==> src/rtl/stack_ctrl.sv <==
// stack_ctrl: LIFO controller that drives a 1024x4 single-port synchronous-read stack RAM.
// Defining STACK_HWM_EN adds the high-water-mark output hwm.
module stack_ctrl #(
  parameter int ADDR_W = 10,
  parameter int DATA_W = 4
) (
  input  logic              clk,
  input  logic              rst,
  input  logic              clear,
  input  logic              push,
  input  logic [DATA_W-1:0] push_data,
  input  logic              pop,
  output logic              pop_valid,
  output logic [DATA_W-1:0] pop_data,
  output logic [ADDR_W:0]   count,
  output logic              empty,
  output logic              full,
  output logic              ovf,
  output logic              unf,
`ifdef STACK_HWM_EN
  output logic [ADDR_W:0]   hwm,
`endif
  output logic [ADDR_W-1:0] ram_addra,
  output logic              ram_cea,
  output logic              ram_wea,
  output logic [DATA_W-1:0] ram_dia,
  input  logic [DATA_W-1:0] ram_doa
);

  localparam logic [ADDR_W:0] DEPTH  = {1'b1, {ADDR_W{1'b0}}};
  localparam logic [ADDR_W:0] SP_ONE = {{ADDR_W{1'b0}}, 1'b1};

  logic [ADDR_W:0] sp;
  logic [ADDR_W:0] sp_inc;
  logic [ADDR_W:0] sp_dec;
  logic            is_full;
  logic            is_empty;
  logic            push_ok;
  logic            pop_ok;
  logic            push_rej;
  logic            pop_rej;
  logic            pop_pend;

  assign sp_inc   = sp + SP_ONE;
  assign sp_dec   = sp - SP_ONE;
  assign is_full  = (sp == DEPTH);
  assign is_empty = (sp == '0);

  // Push outranks pop, so a simultaneous pop is silently dropped.
  assign push_ok  = push && !clear && !is_full;
  assign push_rej = push && !clear && is_full;
  assign pop_ok   = pop && !push && !clear && !is_empty;
  assign pop_rej  = pop && !push && !clear && is_empty;

  always_comb begin
    ram_cea   = 1'b0;
    ram_wea   = 1'b0;
    ram_dia   = push_data;
    ram_addra = push ? sp[ADDR_W-1:0] : sp_dec[ADDR_W-1:0];
    if (!rst) begin
      ram_cea = push_ok || pop_ok;
      ram_wea = push_ok;
    end
  end

  always_ff @(posedge clk or posedge rst) begin
    if (rst) begin
      sp       <= '0;
      ovf      <= 1'b0;
      unf      <= 1'b0;
      pop_pend <= 1'b0;
    end else if (clear) begin
      sp       <= '0;
      ovf      <= 1'b0;
      unf      <= 1'b0;
      pop_pend <= 1'b0;
    end else begin
      pop_pend <= pop_ok;
      if (push_ok) begin
        sp <= sp_inc;
      end else if (pop_ok) begin
        sp <= sp_dec;
      end
      if (push_rej) begin
        ovf <= 1'b1;
      end
      if (pop_rej) begin
        unf <= 1'b1;
      end
    end
  end

`ifdef STACK_HWM_EN
  always_ff @(posedge clk or posedge rst) begin
    if (rst) begin
      hwm <= '0;
    end else if (clear) begin
      hwm <= '0;
    end else if (push_ok && (sp_inc > hwm)) begin
      hwm <= sp_inc;
    end
  end
`endif

  // The RAM read port has no output register, so the result is passed straight through.
  assign pop_valid = pop_pend;
  assign pop_data  = pop_pend ? ram_doa : '0;
  assign count     = sp;
  assign empty     = is_empty;
  assign full      = is_full;

endmodule

==> config.mk <==
export PLATFORM = sky130hd
export DESIGN_NAME = stack_ctrl
export DESIGN_NICKNAME = d
export VERILOG_FILES = /design/src/rtl/stack_ctrl.sv
export SDC_FILE = /design/constraint.sdc
export NUM_CORES = 1
export LEC_CHECK = 0
export CORE_ASPECT_RATIO = 0.7
export CORE_UTILIZATION = 44
export CTS_CLUSTER_DIAMETER = 30
export DETAILED_ROUTE_END_ITERATION = 7
export GPL_TIMING_DRIVEN = 0
export PLACE_DENSITY = 0.86
export SLEW_MARGIN = 5
export SYNTH_ARGS = -nofsm -noshare
export SYNTH_HDL_FRONTEND = slang
export SYNTH_SLANG_ARGS = --single-unit
==> constraint.sdc <==
create_clock -name clk -period 3.6 [get_ports clk]
set_input_delay 0.72 -clock clk [delete_from_list [all_inputs] [get_ports clk]]
set_output_delay 0.72 -clock clk [all_outputs]
set_load 0.03 [all_outputs]
==> PnR_summary.wiki, run 1 <==
{| class="wikitable"
! Metric !! Value
|-
| Utilization after layout || 70.8%
|-
| Syn nets || 172
|-
| Routability cong. || 0.950
|-
| Synthesis Warnings || 0
|-
| Hold Path Stages || 2
|-
| Cell Pwr Density || 748 mW/mm2
|-
| Commonest non-fill, non-tap cells in the layout || sky130_fd_sc_hd__clkdlybuf4s50_1 (39), sky130_fd_sc_hd__nor2_1 (15), sky130_fd_sc_hd__dfrtp_1 (12)
|-
| Unrepaired setup endpoints after global routing || no
|-
| Maximum fanout along the worst path || 10
|-
| DR vias || 1,420
|-
| IO buf count || 44
|-
| Floorplan die height || 46.8 um
|-
| Site Rows || 15
|-
| Antenna diode count || 0
|-
| Critical-path cell list || inv_2 -> ha_4 -> or4b_4 -> or4_1 -> buf_2 -> a2bb2oi_4 -> buf_6 -> nor3_1 -> buf_2
|-
| Count of boundary I/O pins || 49
|-
| DR vias/cell || 5.92
|-
| GR Util All Layers || 27.2%
|-
| Final period util || 96.3%
|-
| Cells after synthesis || 157
|-
| Vias in the first global route || 1,252
|-
| Worst reg2reg startpoint || count[0]$_DFFE_PP0P_
|-
| Data arrival time at the worst-slack endpoint || 2750 ps
|-
| DR iter-0 viols || 132
|-
| Maximum level of the CTS H-tree || 1
|-
| Clock-pin slew of the registers on the worst-case setup and hold paths || 60 ps
|-
| Crit path launch type || flop
|-
| Maximum number of pins on one net before global-route repair || 15
|-
| Maximum VDD drop || 0.000518 V
|-
| Share of Yosys cell area claimed by the top area cell type || 27.8%
|-
| Worst-case clock buffer depth || 2
|-
| Clock latency on the worst-skew pair || 250 ps
|-
| Reg-to-reg setup timing slack || 700 ps
|-
| Shortest period the worst path allows || 3470 ps
|-
| Maximum frequency from static timing analysis || 288 MHz
|-
| Reg-to-reg critical path endpoint || count[6]$_DFFE_PP0P_
|-
| Clock sinks || 14
|-
| Leakage Power || 0.756 nW
|-
| Filler cell count || 198
|-
| Placeable Area || 0.00259 mm2
|-
| Status || completed
|-
| Flip-flop and latch count after synthesis || 14
|-
| Leading cell type in the layout, fill and taps excluded || sky130_fd_sc_hd__clkdlybuf4s50_1
|-
| Area growth, synth to finish || 45.2%
|-
| Root buffer selected by CTS || sky130_fd_sc_hd__clkbuf_8
|-
| Placed wire-length estimate || 2.76 mm
|-
| Post-synth EDFFs || 0
|-
| Data required time at the worst endpoint || 2880 ps
|-
| ANT nets after route || 0
|-
| Cell types occupying the most area after synthesis || sky130_fd_sc_hd__dfrtp_1 (28%), sky130_fd_sc_hd__nor2_1 (4.5%), sky130_fd_sc_hd__xor2_1 (4.2%)
|-
| Critical path's largest stage delay || 500 ps
|-
| Footprint of the flip-flops and latches || 353 um2
|-
| Main flop type after synthesis || sky130_fd_sc_hd__dfrtp_1
|-
| Global-route wire length before repair || 6.00 mm
|-
| Initial DRT Pass Iterations || 4
|-
| Number of hold-slack violations in the final timing report || 0
|-
| Type of element capturing the critical path || output port
|-
| Netlist area before placement || 0.00126 mm2
|-
| Worst slew pin tran || 576 ps
|-
| Max-Cap Viols || 0
|-
| Dominant cell type by count on the critical path || sky130_fd_sc_hd__buf_2
|-
| Die ar. || 0.00309 mm2
|-
| Asr flop ratio synth || 100%
|-
| Max Clock Skew || 1.68 ps
|-
| Avg Cell Area, Syn || 8.04 um2
|-
| Routed WL || 3.99 mm
|-
| Sequential-to-total area share from yosys stat || 27.8%
|-
| Number of antenna violations at the first check in global routing || 0
|-
| Buffers plus inverters on the worst setup path || 4
|-
| Nets@finish || 222
|-
| Synth unique cells || 41
|-
| Final setup fails || 0
|-
| Top Family by Delay on Critical Path || simple AND/OR/NAND/NOR gates
|-
| Worst Hold End || unf$_DFFE_PP0P_
|-
| CP max stage cell || sky130_fd_sc_hd__or4b_4
|-
| Final count of pins violating max slew || 0
|-
| Die Width || 66.0 um
|-
| Post-route setup slack || 133 ps
|-
| Setup slack at placement || -402 ps
|-
| Worst min-delay path class || reg -> reg
|-
| Average wire per cell in the routed design || 16.6 um
|-
| Combined area of the multi-input logic cells || 815 um2
|-
| Worst reg-to-reg path cell count || 9
|-
| Crit path kind || reg -> out
|-
| Number of design rule violations left after detail routing || 0
|-
| HP Start || unf$_DFFE_PP0P_
|-
| Total congestion overflow after global routing || 0
|-
| Inserted Clock Buffers || 3
|-
| Starting utilization of the core area || 48.7%
|-
| CTS tree || built
|-
| Max-slew headroom || 61.5%
|-
| Library cell occupying the most area in the post-synthesis netlist || sky130_fd_sc_hd__dfrtp_1
|-
| Share of cells above drive strength 1 || 14.1%
|}
power by group:
| part | internal, mW | switching (mW) | total [mW] |
|---|---|---|---|
| clock | 0.0971 | 0.0623 | 0.159 |
| sequential | 0.195 | 0.0612 | 0.257 |
| combinational | 0.407 | 0.548 | 0.955 |
synthesized netlist by cell type (2+ instances only):
| cell | number |
|---|---|
| sky130_fd_sc_hd__nor2_1 | 15 |
| sky130_fd_sc_hd__dfrtp_1 | 14 |
| sky130_fd_sc_hd__nand2_1 | 10 |
| sky130_fd_sc_hd__a21oi_1 | 9 |
| sky130_fd_sc_hd__clkbuf_1 | 8 |
| sky130_fd_sc_hd__inv_1 | 8 |
| sky130_fd_sc_hd__nor3_1 | 7 |
| sky130_fd_sc_hd__nor2b_1 | 6 |
| sky130_fd_sc_hd__o21ai_0 | 6 |
| sky130_fd_sc_hd__xor2_1 | 6 |
| sky130_fd_sc_hd__nand3_1 | 5 |
| sky130_fd_sc_hd__a211oi_1 | 4 |
| sky130_fd_sc_hd__and2_1 | 4 |
| sky130_fd_sc_hd__buf_4 | 4 |
| sky130_fd_sc_hd__mux2_2 | 4 |
| sky130_fd_sc_hd__or4_1 | 4 |
| sky130_fd_sc_hd__xnor2_1 | 4 |
| sky130_fd_sc_hd__nand2b_1 | 3 |
| sky130_fd_sc_hd__nand4_1 | 3 |
| sky130_fd_sc_hd__nor4_1 | 3 |
| sky130_fd_sc_hd__or3_1 | 3 |
| sky130_fd_sc_hd__a2111o_1 | 2 |
| sky130_fd_sc_hd__a21o_1 | 2 |
| sky130_fd_sc_hd__buf_2 | 2 |
| sky130_fd_sc_hd__buf_6 | 2 |
| sky130_fd_sc_hd__ha_1 | 2 |
| sky130_fd_sc_hd__mux2i_1 | 2 |
| sky130_fd_sc_hd__or4b_2 | 2 |
worst max path at each step:
stage | from | to | slack [ps] | depth (start not counted)
6_report | count[0]$_DFFE_PP0P_ | ram_cea | 130 | 9
5_1_grt | count[1]$_DFFE_PP0P_ | ram_cea | 30 | 9
4_1_cts | count[0]$_DFFE_PP0P_ | ram_cea | -130 | 9
3_5_place_dp | count[0]$_DFFE_PP0P_ | ram_cea | -400 | 9
3_3_place_gp | count[0]$_DFFE_PP0P_ | ram_cea | -340 | 9
2_1_floorplan | count[0]$_DFFE_PP0P_ | ram_cea | 1 | 7
per-stage QoR:
stage | hold WS [ps] | TNS (ps) | power [mW] | std cells | area (um2)
finish | 494 | 0 | 1.37 | 240 | 1830
detailed placement | 484 | -892 | 1.17 | 235 | 1750
floorplan | 609 | 0 | 0.854 | 157 | 1260
global route | 514 | 0 | 1.45 | 240 | 1830
global placement | 474 | -790 | 1.15 | 235 | 1750
CTS | 498 | -225 | 1.34 | 240 | 1820
flip-flops by register name (all words and copies together), names as in the netlist:
register / count
unf: 1
count: 11
pop_valid: 1
ovf: 1
cell families (layout without fill, tap and decap cells):
kind of cell               count (synthesis)  in the layout  share of synthesized area [%]
and+or+nand+nor                           70             70                           30.4
buffers and inverters                     24             73                           9.71
DFF                                       14             14                           27.8
AOI/OAI and AO/OA                         30             30                           17.1
adders and majority gates                  2              2                           1.98
xor gates and xnor gates                  10             10                           6.94
muxes                                      7              7                           6.05
layer usage:
| layer | part of all wire, % | routed length [um] | vias up | global-route usage [%] |
|---|---|---|---|---|
| li1 | - | - | 650 | - |
| met1 | 39 | 1550 | 659 | 35.7 |
| met2 | 47 | 1890 | 99 | 45.5 |
| met3 | 12 | 466 | 12 | 6.07 |
| met4 | 2.0 | 80 | 0 | 8.94 |
| met5 | 0 | 0 | - | 0 |
area by class of cell:
type,instances,area share [%]
tap,34,2.32
clock buffer,4,3.00
buffer,16,5.12
sequential,14,19.2
inverter,8,1.64
multi-input combinational,119,44.4
timing repair buffer,45,24.2
tightest hold or removal path, stage by stage, from the launching register on:
cell                      delay [ps]
sky130_fd_sc_hd__dfrtp_1         340
sky130_fd_sc_hd__a31oi_1          40
sky130_fd_sc_hd__nor2_1           70
timing repair:
| item | in CTS | in global routing |
|---|---|---|
| hold buffers | 0 | 0 |
| setup endpoints to repair | 7 | 5 |
| pin swaps | 1 | 0 |
| resized for setup | 13 | 7 |
| buffers inserted | 1 | 0 |
(Power assumes the default switching activity.)
==> run 2: changes to the inputs <==
==> constraint.sdc (replaced) <==
create_clock -name clk -period 3.6 [get_ports clk]
set_input_delay 0.72 -clock clk [delete_from_list [all_inputs] [get_ports clk]]
set_output_delay 0.72 -clock clk [all_outputs]
set_load 0.1 [all_outputs]
==> PnR_summary.wiki, run 2 (synthesis results as in run 1) <==
{| class="wikitable"
! Metric !! Value
|-
| Setup slack at placement || -680 ps (was -402 ps)
|-
| Routed WL || 3.89 mm (was 3.99 mm)
|-
| Placed wire-length estimate || 2.85 mm (was 2.76 mm)
|-
| Floorplan die height || 46.8 um (unchanged)
|-
| Maximum frequency from static timing analysis || 282 MHz (was 288 MHz)
|-
| Clock-pin slew of the registers on the worst-case setup and hold paths || 70 ps (was 60 ps)
|-
| Inserted Clock Buffers || 3 (unchanged)
|-
| Reg-to-reg setup timing slack || 610 ps (was 700 ps)
|-
| Antenna diode count || 0 (unchanged)
|-
| Uppermost signal routing layer after detailed routing || met4 (unchanged)
|-
| Routed length on met2 || 1.84 mm (was 1.89 mm)
|-
| Post-route setup slack || 52.2 ps (was 133 ps)
|-
| IO buf count || 44 (unchanged)
|-
| Leading cell type in the layout, fill and taps excluded || sky130_fd_sc_hd__clkdlybuf4s50_1 (unchanged)
|-
| Met1 wire length || 1.65 mm (was 1.55 mm)
|-
| ANT nets after route || 0 (unchanged)
|-
| Data required time at the worst endpoint || 2880 ps (about the same)
|-
| Routability cong. || 0.918 (was 0.950)
|-
| Quantity of hold-fixing buffers added after cts || 0 (unchanged)
|-
| Number of flip-flops under the largest register name || 11 (unchanged)
|-
| Final period util || 98.6% (was 96.3%)
|-
| Global-route wire length before repair || 6.19 mm (was 6.00 mm)
|-
| Initial DRT Pass Iterations || 4 (unchanged)
|-
| Average wire per cell in the routed design || 16.1 um (was 16.6 um)
|-
| Unrepaired setup endpoints after global routing || yes (was no)
|-
| Nets@finish || 224 (was 222)
|-
| Crit path kind || reg -> out (unchanged)
|-
| DR vias/cell || 5.83 (was 5.92)
|-
| Area growth, synth to finish || 53.5% (was 45.2%)
|-
| Number of antenna violations at the first check in global routing || 0 (unchanged)
|-
| Dominant cell type by count on the critical path || sky130_fd_sc_hd__buf_6 (was sky130_fd_sc_hd__buf_2)
|-
| Number of hold-slack violations in the final timing report || 0 (unchanged)
|-
| Max-slew headroom || 34.1% (was 61.5%)
|-
| Status || completed (unchanged)
|-
| Data arrival time at the worst-slack endpoint || 2830 ps (was 2750 ps)
|-
| Die ar. || 0.00309 mm2 (unchanged)
|-
| Final setup fails || 0 (unchanged)
|-
| Max Clock Skew || 6.56 ps (was 1.68 ps)
|-
| Critical path's largest stage delay || 510 ps (was 500 ps)
|-
| CTS tree || built (unchanged)
|-
| Root buffer selected by CTS || sky130_fd_sc_hd__clkbuf_8 (unchanged)
|-
| Worst slew pin tran || 986 ps (was 576 ps)
|-
| DR iter-0 viols || 92 (was 132)
|-
| Maximum number of pins on one net before global-route repair || 15 (unchanged)
|-
| Total met3 wirelength after detailed routing || 366 um (was 466 um)
|-
| Starting utilization of the core area || 48.7% (unchanged)
|-
| Maximum level of the CTS H-tree || 1 (unchanged)
|-
| Crit path launch type || flop (unchanged)
|-
| Worst-case clock buffer depth || 2 (unchanged)
|-
| Commonest non-fill, non-tap cells in the layout || sky130_fd_sc_hd__clkdlybuf4s50_1 (30), sky130_fd_sc_hd__nor2_1 (14), sky130_fd_sc_hd__nand2_1 (10) (was sky130_fd_sc_hd__clkdlybuf4s50_1 (39), sky130_fd_sc_hd__nor2_1 (15), sky130_fd_sc_hd__dfrtp_1 (12))
|-
| Clock sinks || 14 (unchanged)
|-
| Die Width || 66.0 um (unchanged)
|-
| Maximum fanout along the worst path || 9 (was 10)
|-
| DR vias || 1,411 (was 1,420)
|-
| Critical-path cell list || buf_6 -> or4_1 -> clkbuf_4 -> or4_4 -> buf_6 -> a2bb2oi_4 -> buf_8 -> nor3_4 -> buf_12 (was inv_2 -> ha_4 -> or4b_4 -> or4_1 -> buf_2 -> a2bb2oi_4 -> buf_6 -> nor3_1 -> buf_2)
|-
| Number of design rule violations left after detail routing || 0 (unchanged)
|-
| Count of boundary I/O pins || 49 (unchanged)
|-
| Clock latency on the worst-skew pair || 260 ps (was 250 ps)
|-
| Site Rows || 15 (unchanged)
|-
| Max-Cap Viols || 0 (unchanged)
|-
| Total congestion overflow after global routing || 0 (unchanged)
|-
| GR Util All Layers || 27.2% (about the same)
|-
| Shortest period the worst path allows || 3550 ps (was 3470 ps)
|-
| Final count of pins violating max slew || 0 (unchanged)
|-
| Worst min-delay path class || reg -> reg (unchanged)
|-
| Placeable Area || 0.00259 mm2 (unchanged)
|-
| Filler cell count || 195 (was 198)
|-
| CP max stage cell || sky130_fd_sc_hd__or4_1 (was sky130_fd_sc_hd__or4b_4)
|-
| Type of element capturing the critical path || output port (unchanged)
|-
| Vias in the first global route || 1,339 (was 1,252)
|-
| Share of cells above drive strength 1 || 26.4% (was 14.1%)
|}
==> run 2: metrics by stage <==
stage               std cells  hold WS (ps)  instance area [um2]  setup TNS, ps  utilization, %
floorplan                 157           609                 1360           -177               -
CTS                       239           521                 1890          -1.72            73.1
finish                    242           514                 1940              0            74.8
global route              242           557                 1940          -22.1            74.8
detailed placement        235           512                 1850          -5080            71.3
global placement          235           475                 1850          -5330            71.3
==> run 2: worst paths after layout <==
kind	startpoint	to	depth (start not counted)
min in group asynchronous	rst	count[6]$_DFFE_PP0P_	2
hold / removal	ovf$_DFFE_PP0P_	ovf$_DFFE_PP0P_	2
hold reg to reg	ovf$_DFFE_PP0P_	ovf$_DFFE_PP0P_	2
setup reg to reg	count[6]$_DFFE_PP0P_	count[6]$_DFFE_PP0P_	9
max in group asynchronous	rst	count[0]$_DFFE_PP0P_	2
setup / recovery	count[6]$_DFFE_PP0P_	ram_cea	9
==> run 2: layout make-up <==
type                    instances  area [um2]  area share (%)
inverters                       8        35.0            1.81
multi-input cells             119         876            45.2
plain buffers                  16         106            5.49
repair buffers                 47         464            24.0
clock buffers                   4        45.0            2.32
well taps                      34        42.5            2.19
flip-flops and latches         14         369            19.0
==> run 2: critical path, delay by kind of cell (launching register included) <==
kind | cells | cell delay [ps]
flip-flops | 1 | 470
AND/OR/NAND/NOR | 3 | 1050
buffers and inverters | 5 | 830
AO/OA/AOI/OAI | 1 | 210
==> run 2: metal layers <==
| layer | vias to the layer above | track usage (%) |
|---|---|---|
| li1 | 649 | - |
| met1 | 679 | 36.2 |
| met2 | 79 | 44.5 |
| met3 | 4 | 7.52 |
| met4 | 0 | 6.81 |
| met5 | - | 0 |
==> run 2: timing repair <==
| item | in CTS | in global routing |
|---|---|---|
| setup endpoints to repair | 14 | 10 |
| setup buffers | 0 | 3 |
| endpoints found under the hold margin | 0 | 0 |
| resized for setup | 45 | 12 |
| pin swaps | 1 | 1 |
Power of run 2 is left out: the tool's default activity adds up to more than one toggle a clock period on the data nets, which glitch-free logic cannot reach.
